===== src/rtl/if_fetch_stage.sv =====
// if_fetch_stage: MIPS instruction fetch; owns pc, drives the ROM address and fills the IF/ID register
// Ports: clk/reset (sync, active-high); stall/flush from decode; branch_taken/branch_target and
// jump/jump_target redirects; imem_addr/imem_data to the combinational ROM; if_id_instr/if_id_pc4/
// if_id_valid form the IF/ID register; fault is the sticky misaligned-redirect flag; fetch_count
// counts accepted instructions and saturates.
module if_fetch_stage #(
  parameter logic [31:0] RESET_PC = 32'h00000000,
  parameter int COUNT_W = 16
) (
  input  logic               clk,
  input  logic               reset,
  input  logic               stall,
  input  logic               flush,
  input  logic               branch_taken,
  input  logic [31:0]        branch_target,
  input  logic               jump,
  input  logic [31:0]        jump_target,
  output logic [31:0]        imem_addr,
  input  logic [31:0]        imem_data,
  output logic [31:0]        if_id_instr,
  output logic [31:0]        if_id_pc4,
  output logic               if_id_valid,
  output logic               fault,
  output logic [COUNT_W-1:0] fetch_count
);
  typedef enum logic [1:0] {BOOT, FETCH, FAULT} state_t;
  state_t state, state_n;
  logic [31:0] pc, pc_n, instr_n, pc4_n, pc_plus4, target;
  logic valid_n, load, redirect;
  assign pc_plus4 = pc + 32'd4;
  assign redirect = branch_taken | jump;
  // the branch is the older instruction, so it wins over a simultaneous jump
  assign target = branch_taken ? branch_target : jump_target;
  assign imem_addr = pc;
  assign fault = state == FAULT;
  always_comb begin
    state_n = state;
    pc_n = pc;
    instr_n = if_id_instr;
    pc4_n = if_id_pc4;
    valid_n = if_id_valid;
    load = 1'b0;
    case (state)
      BOOT: begin
        state_n = FETCH;
        instr_n = '0;
        valid_n = 1'b0;
      end
      FETCH: begin
        if (redirect) begin
          instr_n = '0;
          valid_n = 1'b0;
          state_n = |target[1:0] ? FAULT : FETCH;
          pc_n = |target[1:0] ? pc : target;
        end else if (stall) begin
          instr_n = flush ? '0 : if_id_instr;
          valid_n = flush ? 1'b0 : if_id_valid;
        end else if (flush) begin
          instr_n = '0;
          valid_n = 1'b0;
          pc_n = pc_plus4;
        end else begin
          pc_n = pc_plus4;
          instr_n = imem_data;
          pc4_n = pc_plus4;
          valid_n = 1'b1;
          load = 1'b1;
        end
      end
      default: begin
        instr_n = '0;
        valid_n = 1'b0;
      end
    endcase
  end
  always_ff @(posedge clk) begin
    if (reset) begin
      state <= BOOT;
      pc <= RESET_PC;
      if_id_instr <= '0;
      if_id_pc4 <= '0;
      if_id_valid <= 1'b0;
      fetch_count <= '0;
    end else begin
      state <= state_n;
      pc <= pc_n;
      if_id_instr <= instr_n;
      if_id_pc4 <= pc4_n;
      if_id_valid <= valid_n;
      if (load && !(&fetch_count)) fetch_count <= fetch_count + 1'b1;
    end
  end
endmodule


===== config.mk =====
export PLATFORM = sky130hd
export DESIGN_NAME = if_fetch_stage
export DESIGN_NICKNAME = d
export VERILOG_FILES = /design/src/rtl/if_fetch_stage.sv
export SDC_FILE = /design/constraint.sdc
export NUM_CORES = 1
export LEC_CHECK = 0
export CAP_MARGIN = 25
export CORE_MARGIN = 3
export CORE_UTILIZATION = 48
export CTS_BUF_LIST = sky130_fd_sc_hd__clkbuf_4 sky130_fd_sc_hd__clkbuf_8 sky130_fd_sc_hd__clkbuf_16
export CTS_CLUSTER_DIAMETER = 200
export CTS_CLUSTER_SIZE = 14
export DETAILED_ROUTE_END_ITERATION = 10
export PLACE_DENSITY_LB_ADDON = 0.05
export REMOVE_ABC_BUFFERS = 1
export SYNTH_ARGS = -nofsm -noshare
export SYNTH_HDL_FRONTEND = slang
export SYNTH_SLANG_ARGS = --single-unit

===== constraint.sdc =====
create_clock -name clk -period 5.2 [get_ports clk]
set_clock_uncertainty 0.1 [all_clocks]
set_input_delay 0.78 -clock clk [delete_from_list [all_inputs] [get_ports clk]]
set_output_delay 0.78 -clock clk [all_outputs]
set_load 0.02 [all_outputs]

Yosys cells after proc, flatten, opt, wreduce, memory -nomap -nowiden
Index checks and enable logic that the tools add are counted.
Widths: inputs -> output; s select.
{"block": "totals", "register_bits": 115, "elab_cells": 45}
{"block": "op_classes", "n_addsub": 2, "n_eq_ne": 6, "muxes": 16, "bitwise": 5, "reduce_logical": 10}
{"op": "$mux 32", "count": 7}
{"op": "$add 32x3->32 const B", "count": 1}
{"op": "$add 16x1->16 const B", "count": 1}
{"op": "$reduce_and 16->1", "count": 1}
{"op": "$mux 1", "count": 6}
{"op": "$mux 2", "count": 2}
{"op": "$ne 2x1->1 const B", "count": 2}
{"op": "$ne 2x2->1 const B", "count": 2}
{"op": "$not 1->1", "count": 4}
{"op": "$pmux 2 s2", "count": 1}
{"op": "$reduce_and 4->1", "count": 1}
{"op": "$reduce_and 3->1", "count": 1}
{"op": "$reduce_or 3->1", "count": 1}
{"op": "$eq 2x1->1 const B", "count": 1}
{"op": "$eq 2x2->1 const B", "count": 1}
{"op": "$logic_not 2->1", "count": 1}
{"op": "$reduce_and 2->1", "count": 1}
{"op": "$reduce_bool 2->1", "count": 1}
{"op": "$reduce_or 2->1", "count": 1}
{"op": "$logic_and 1x1->1", "count": 1}
{"op": "$logic_not 1->1", "count": 1}
{"op": "$or 1x1->1", "count": 1}

Logic depth before layout (Yosys ltp)
Gate-level depths: netlist of the first run.
{"block": "depth", "depth_word": 5, "mapped_depth": 8, "mapped_depth_nobuf": 6}

Worst setup path before layout of the first run
No wires, ideal clock.
{"block": "synth_timing", "kind": "input -> register", "from": "input port branch_taken", "to": "register fetch_count[11]", "arrival_time_ns": 2.281, "setup_slack_ns": 2.691, "path_stages": 8, "cell_sequence": "buf_6 > or2_1 > buf_6 > or4_4 > buf_6 > nor4_2 > xnor2_1 > nor2_1"}
{"block": "synth_between", "elab_chain_cells": 4}
{"element": "from (decl)", "line_no": "14", "source": "input logic branch_taken,"}
{"element": "$or 1x1->1", "line_no": "31", "source": "assign redirect = branch_taken | jump;"}
{"element": "$mux 1", "line_no": "50", "source": "if (redirect) begin"}
{"element": "$mux 1", "line_no": "43", "source": "case (state)"}
{"element": "$logic_and 1x1->1", "line_no": "90", "source": "if (load && !(&fetch_count)) fetch_count <= fetch_count + 1'b1;"}
{"element": "to (signal assigned)", "line_no": "90"}
{"element": "to (decl)", "line_no": "24", "source": "output logic [COUNT_W-1:0] fetch_count"}
No other way between the ends.
A chain may end at the register's enable or synchronous reset.

Final worst setup path of the first run
{"block": "layout_timing", "from": "input port jump", "to": "register pc[9] (netlist: imem_addr[9])"}
{"block": "layout_between", "elab_chain_cells": 3}
{"element": "from (decl)", "line_no": "16", "source": "input logic jump,"}
{"element": "$or 1x1->1 *", "line_no": "31"}
{"element": "$ne 2x2->1 (no source line) or $ne 2x1->1 (tied branches)"}
{"element": "$reduce_and 3->1 (no source line)"}
{"element": "to (signal assigned)", "line_no": "86", "source": "pc <= pc_n;"}
{"element": "to (decl)", "line_no": "28", "source": "logic [31:0] pc, pc_n, instr_n, pc4_n, pc_plus4, target;"}
Mark *: on every way between the ends. The rest lies on a longest branch, timed or not.

==> results of run 1 <==
## cells by family (layout without fill, tap and decap cells)
group	Yosys count	after routing
flip-flops	115	115
multiplexers	33	33
adder cells (fa/ha/maj)	2	2
AND/OR/NAND/NOR	278	278
AO/OA/AOI/OAI	152	152
XOR/XNOR	37	37
buffers and inverters	66	268
## final cells by class
type                    instances  area, sq um
flip-flops and latches        115         2300
multi-input cells             502         3120
clock buffers                  28          539
clock inverters                 4         45.0
repair buffers                228         2250
inverters                       8         30.0
fillers                       870         3060
well taps                     143          179
## flip-flops by register name (all words and copies together) (netlist names)
| register | cells |
|---|---|
| if_id_instr | 32 |
| if_id_pc4 | 32 |
| imem_addr | 32 |
| fetch_count | 16 |
| state | 2 |
| if_id_valid | 1 |
## how the worst min path moves through the flow
stage / cells past startpoint / start / endpoint / slack (ps)
finish: 2 / if_id_valid / if_id_valid / 340
floorplan: 2 / state[1] / state[1] / 360
global route: 2 / if_id_valid / if_id_valid / 380
global placement: 2 / if_id_valid / if_id_valid / 330
CTS: 2 / if_id_valid / if_id_valid / 350
detailed placement: 2 / if_id_valid / if_id_valid / 340
## placed cells by master, fill, tap and decap left out, types with 5 or more instances in the layout
cell                              count
sky130_fd_sc_hd__nand4_1             18
sky130_fd_sc_hd__o211ai_1             6
sky130_fd_sc_hd__nand3_1             19
sky130_fd_sc_hd__nor3_1              23
sky130_fd_sc_hd__buf_4               12
sky130_fd_sc_hd__clkbuf_16           17
sky130_fd_sc_hd__a22o_1               7
sky130_fd_sc_hd__a21oi_1             33
sky130_fd_sc_hd__inv_1                7
sky130_fd_sc_hd__and3_1              10
sky130_fd_sc_hd__xnor2_1             24
sky130_fd_sc_hd__nor4_2               6
sky130_fd_sc_hd__a211oi_1            30
sky130_fd_sc_hd__o21ai_0             27
sky130_fd_sc_hd__xor2_1              13
sky130_fd_sc_hd__clkbuf_4             6
sky130_fd_sc_hd__a31oi_1              9
sky130_fd_sc_hd__and4_1               6
sky130_fd_sc_hd__o31a_1               7
sky130_fd_sc_hd__nand2_1             41
sky130_fd_sc_hd__clkbuf_8             5
sky130_fd_sc_hd__nor2_1             114
sky130_fd_sc_hd__clkdlybuf4s50_1    213
sky130_fd_sc_hd__dfxtp_1            115
sky130_fd_sc_hd__nor4_1              12
sky130_fd_sc_hd__mux2i_1             33
sky130_fd_sc_hd__or3_1                8
## metrics by stage
step | cell area, sq um | cells | total power, uW
2_1_floorplan | 5430 | 625 | 1070
3_3_place_gp | 7850 | 994 | 1250
3_5_place_dp | 7860 | 995 | 1250
4_1_cts | 8450 | 1027 | 2390
5_1_grt | 8460 | 1028 | 2450
6_report | 8460 | 1028 | 2370
## metal layers
layer  GRT usage (%)  routed length [um]
met1            35.1                7470
met2            43.3                8480
met3            9.95                1920
met4            11.7                 454
met5               0                   0
## worst reg2reg max path, delay by kind of cell, from the launching register on
kind	cells	cell delay [ps]
xor gates and xnor gates	1	190
DFF	1	460
AOI/OAI and AO/OA	1	220
and+or+nand+nor	3	1530
## where the power goes
part | switching (uW) | total (uW) | leakage [uW] | internal, uW
registers | 32.5 | 937 | 0.000930 | 905
clock network | 385 | 1130 | 0.000299 | 748
logic | 145 | 304 | 0.00168 | 158
total | 563 | 2370 | 0.00291 | 1810
==> flow_summary.json, run 1 <==
{
  "antenna_found_initial": 0,
  "drt-pass1-iter-count": 5,
  "yosys.area.top_type": "sky130_fd_sc_hd__dfxtp_1",
  "crit_path_max_incr_delay_ps": 840,
  "maxCapViolCount": 0,
  "synth_enable_flop_cells": 0,
  "fp.dieW_um": 115,
  "route.antenna.remaining_nets": 0,
  "path_max_fanout": 29,
  "r2r_slack_ps": 2610,
  "count_of_endpoints_failing_hold_in_the_final_timing_report": 0,
  "synth_async_sr_flop_share_pct": 0,
  "routed_via_density": 5.82,
  "worst_hold_path_type": "register to register",
  "wl_per_instance_um": 17.8,
  "synth_top_family_by_area": "simple AND/OR/NAND/NOR gates",
  "cts-hold-fix-buffers": 0,
  "numCtsBuffers": 17,
  "flow.area_growth_from_synthesis_pct": 48.8,
  "hpwlAfterDp_um": 12800,
  "design.final.nets": 976,
  "worst_slack_placed_ps": 1530,
  "relSlewSlack_pct": 33.6,
  "synth.ff_latch_count": 115,
  "drtIter0Drc": 589,
  "power_per_cell_area_nw_per_um2": 281,
  "static-leakage-power_uw": 0.00291,
  "synth_mux_area_share_pct": 5.81,
  "largest_net_degree_at_the_start_of_global_routing": 52,
  "synth_fa_ha_area_share_pct": 0.440,
  "top_level_ports": 216,
  "port_buffer_count": 215,
  "timing.reg2reg.worst_path_depth": 5,
  "startpoint_type": "input port",
  "r2r_end": "if_id_pc4[17]",
  "utilization_after_layout_pct": 73.5,
  "cts_tree": "built",
  "achievable-frequency_mhz": 305,
  "fp-row-count": 39,
  "grt_overflow_total": 0,
  "core_area_sq_um": 11500,
  "synth_area_per_cell_sq_um": 8.32,
  "critical-path-top-cell-by-count": "sky130_fd_sc_hd__o21ai_0",
  "r2r-start": "imem_addr[2]",
  "crit_path_end_kind": "register",
  "period_share_pct": 63.1,
  "critical-path-slowest-cell": "sky130_fd_sc_hd__a211o_1",
  "clk_transition_reported_paths_ps": 50,
  "syn-cell-area_sq_um": 5680,
  "timing.critical_path.cells": "clkdlybuf4s50_1 -> buf_4 -> o21ai_0 -> o21ai_0 -> a211o_1 -> o21ai_0 -> a21oi_1",
  "timing.critical_path.required_ps": 5440,
  "ir_worst_vdd_uv": 257,
  "drive_above_1_share_pct": 6.89,
  "die_outline_height_um": 115,
  "yosys.cell_types.count": 59,
  "outcome": "finished, final reports clean",
  "grt_pass1_vias": 5789,
  "final_routed_wirelength_um": 18300,
  "hold_ws_ps": 343,
  "synthDominantCellAreaShare_pct": 40.5,
  "vias": 5982,
  "yosys_warnings": 0,
  "die_area_sq_um": 13200,
  "final-setup-viol-count": 0,
  "final.setup.worst_slack_ps": 1920,
  "sequential_to_total_area_share_from_yosys_stat_pct": 40.5,
  "synth_commonest_cells": "sky130_fd_sc_hd__dfxtp_1, sky130_fd_sc_hd__nor2_1, sky130_fd_sc_hd__clkbuf_1, sky130_fd_sc_hd__nand2_1",
  "initial_utilization_pct": 49.4,
  "place.gp.congestion": 0.884,
  "crit_path_start": "jump",
  "synth-main-ff-cell": "sky130_fd_sc_hd__dfxtp_1",
  "clkSinkCount": 115,
  "clock_insertion_delay_worst_skew_ps": 420,
  "synth_most_common_cell": "sky130_fd_sc_hd__dfxtp_1",
  "worst_ep_arrival_time_ps": 3520,
  "grt_setup_unrepaired": "false",
  "cts_setup_buffers": 0,
  "netlist_instances": 683,
  "tns_ps": 0,
  "htree_levels": 4,
  "endpoint": "imem_addr[9]",
  "timing.final.crit_period_ps": 3280,
  "timing.critical_path.buf_inv": 2,
  "critPathKind": "input port to register",
  "synth_xor_area_share_pct": 5.70,
  "synth_compound_gate_area_share_pct": 18.2,
  "grt_first_pass_wirelength_um": 29300,
  "grt_usage_pct": 27.8,
  "antennaDiodeCount": 0,
  "finalMaxSlewViolations": 0,
  "clk_root_buffer_cell": "sky130_fd_sc_hd__clkbuf_16",
  "timing.critical_path.depth": 7,
  "tightest_slew_ps": 988,
  "clockBufferDepth": 2,
  "post-route-drc-count": 0,
  "cts-resized-gates": 0,
  "synth-simple-area-share_pct": 24.3,
  "timing.critical_path.max_delay_family": "compound AO/OA/AOI/OAI gates",
  "synth.area.top_cells": "sky130_fd_sc_hd__dfxtp_1, sky130_fd_sc_hd__nor2_1, sky130_fd_sc_hd__mux2i_1"
}
(Power assumes the default switching activity.)
==> run 2, diff against run 1 <==
--- a/config.mk
+++ b/config.mk
@@ -7,7 +7,7 @@
 export LEC_CHECK = 0
 export CAP_MARGIN = 25
 export CORE_MARGIN = 3
-export CORE_UTILIZATION = 48
+export CORE_UTILIZATION = 40
 export CTS_BUF_LIST = sky130_fd_sc_hd__clkbuf_4 sky130_fd_sc_hd__clkbuf_8 sky130_fd_sc_hd__clkbuf_16
 export CTS_CLUSTER_DIAMETER = 200
 export CTS_CLUSTER_SIZE = 14
==> constraint.sdc (replaced) <==
create_clock -name clk -period 2.6 [get_ports clk]
set_clock_uncertainty 0.1 [all_clocks]
set_input_delay 0.39 -clock clk [delete_from_list [all_inputs] [get_ports clk]]
set_output_delay 0.39 -clock clk [all_outputs]
set_load 0.02 [all_outputs]
==> flow_summary.json, run 2 (synthesis results as in run 1) <==
{
  "fp-row-count": 42,
  "clkSinkCount": 115,
  "numPlacedInstances": 1046,
  "die_outline_height_um": 125,
  "relSlewSlack_pct": 52.8,
  "final_routed_wirelength_um": 19600,
  "numCtsBuffers": 17,
  "worst_hold_path_type": "register to register",
  "clockBufferDepth": 2,
  "cts-hold-fix-buffers": 0,
  "port_buffer_count": 215,
  "crit_path_end_kind": "register",
  "routed_via_density": 5.63,
  "clk_root_buffer_cell": "sky130_fd_sc_hd__clkbuf_16",
  "hpwlAfterDp_um": 14300,
  "maxCapViolCount": 0,
  "die_area_sq_um": 15700,
  "worst_ep_arrival_time_ps": 2590,
  "grt_setup_unrepaired": "false",
  "fp.dieW_um": 125,
  "htree_levels": 4,
  "antennaDiodeCount": 0,
  "grt_overflow_total": 0,
  "tns_ps": 0,
  "crit_path_max_incr_delay_ps": 610,
  "grt_first_pass_wirelength_um": 31100,
  "route.antenna.remaining_nets": 0,
  "mostFrequentLayoutCell": "sky130_fd_sc_hd__clkdlybuf4s50_1",
  "drive_above_1_share_pct": 8.44,
  "power_per_cell_area_nw_per_um2": 568,
  "outcome": "finished, final reports clean",
  "period_share_pct": 91.0,
  "top_level_ports": 216,
  "timing.critical_path.required_ps": 2820,
  "startpoint_type": "register",
  "fill_cell_instance_count_of_the_final_layout": 1151,
  "grt_usage_pct": 24.5,
  "static-leakage-power_uw": 0.00300,
  "path_max_fanout": 9,
  "final_cell_mix": "sky130_fd_sc_hd__clkdlybuf4s50_1, sky130_fd_sc_hd__dfxtp_1, sky130_fd_sc_hd__nor2_1, sky130_fd_sc_hd__nand2_1",
  "cts-resized-gates": 0,
  "wl_per_instance_um": 18.3,
  "drt-pass1-iter-count": 5,
  "final-setup-viol-count": 0,
  "clock_insertion_delay_worst_skew_ps": 410,
  "place.gp.congestion": 0.847,
  "antenna_found_initial": 0,
  "grt_pass1_vias": 5785,
  "design.final.nets": 993,
  "ir_worst_vdd_uv": 386,
  "cts_tree": "built",
  "count_of_endpoints_failing_hold_in_the_final_timing_report": 0,
  "r2r_slack_ps": 230,
  "timing.critical_path.buf_inv": 0,
  "tightest_slew_ps": 708,
  "post-route-drc-count": 0,
  "timing.critical_path.max_delay_family": "simple AND/OR/NAND/NOR gates",
  "fin_cells": 1076,
  "critical-path-slowest-cell": "sky130_fd_sc_hd__or3_1",
  "core_area_sq_um": 13600,
  "clk_transition_reported_paths_ps": 50,
  "timing.final.crit_period_ps": 2370,
  "achievable-frequency_mhz": 423,
  "flow.area_growth_from_synthesis_pct": 52.3,
  "finalMaxSlewViolations": 0,
  "vias": 6059,
  "drtIter0Drc": 548,
  "cts_setup_buffers": 0,
  "utilization_after_layout_pct": 63.8,
  "initial_utilization_pct": 41.9,
  "timing.critical_path.cells": "nand4_1 -> or3_1 -> nor4_1 -> o21ai_0 -> a311oi_1",
  "largest_net_degree_at_the_start_of_global_routing": 63,
  "critPathKind": "register to register"
}
run 2: report_power, final:
part / internal [uW] / switching (uW)
logic: 334 / 300
clock network: 1620 / 789
registers: 1810 / 64.8
run 2: per-stage QoR:
step	worst slack [ps]	hold WS (ps)	instance area (sq um)	power (uW)
global route	108	369	8650	5090
CTS	277	350	8650	4940
global placement	33.3	332	8050	2530
detailed placement	-51.3	340	8050	2540
finish	233	346	8650	4920
floorplan	-1540	359	5430	2140
run 2: metal layers:
metal / global-route usage [%] / part of all wire, % / up-vias
met2: 38.9 / 46 / 310
met1: 30.8 / 41 / 2820
li1: - / - / 2895
met5: 0 / 0 / -
met4: 7.97 / 2.2 / 0
met3: 9.55 / 11 / 34
run 2: layout make-up:
class	instances	area, sq um	area share (%)
Timing Repair Buffer	245	2380	27.5
Multi-Input combinational cell	502	3120	36.0
Clock inverter	5	100	1.16
Clock buffer	25	504	5.83
Tap cell	176	220	2.54
Inverter	8	30.0	0.347
Sequential cell	115	2300	26.6
run 2: path summary, 6_finish.rpt:
kind / startpoint / endpoint / cells after the start
setup / recovery: imem_addr[4] / imem_addr[19] / 5
hold / removal: if_id_valid / if_id_valid / 2
hold reg to reg: if_id_valid / if_id_valid / 2
setup reg to reg: imem_addr[4] / imem_addr[19] / 5
run 2: worst min-delay path: stages, from the launching register on:
cell,delay [ps]
sky130_fd_sc_hd__dfxtp_1,310
sky130_fd_sc_hd__inv_1,50
sky130_fd_sc_hd__a21oi_1,50
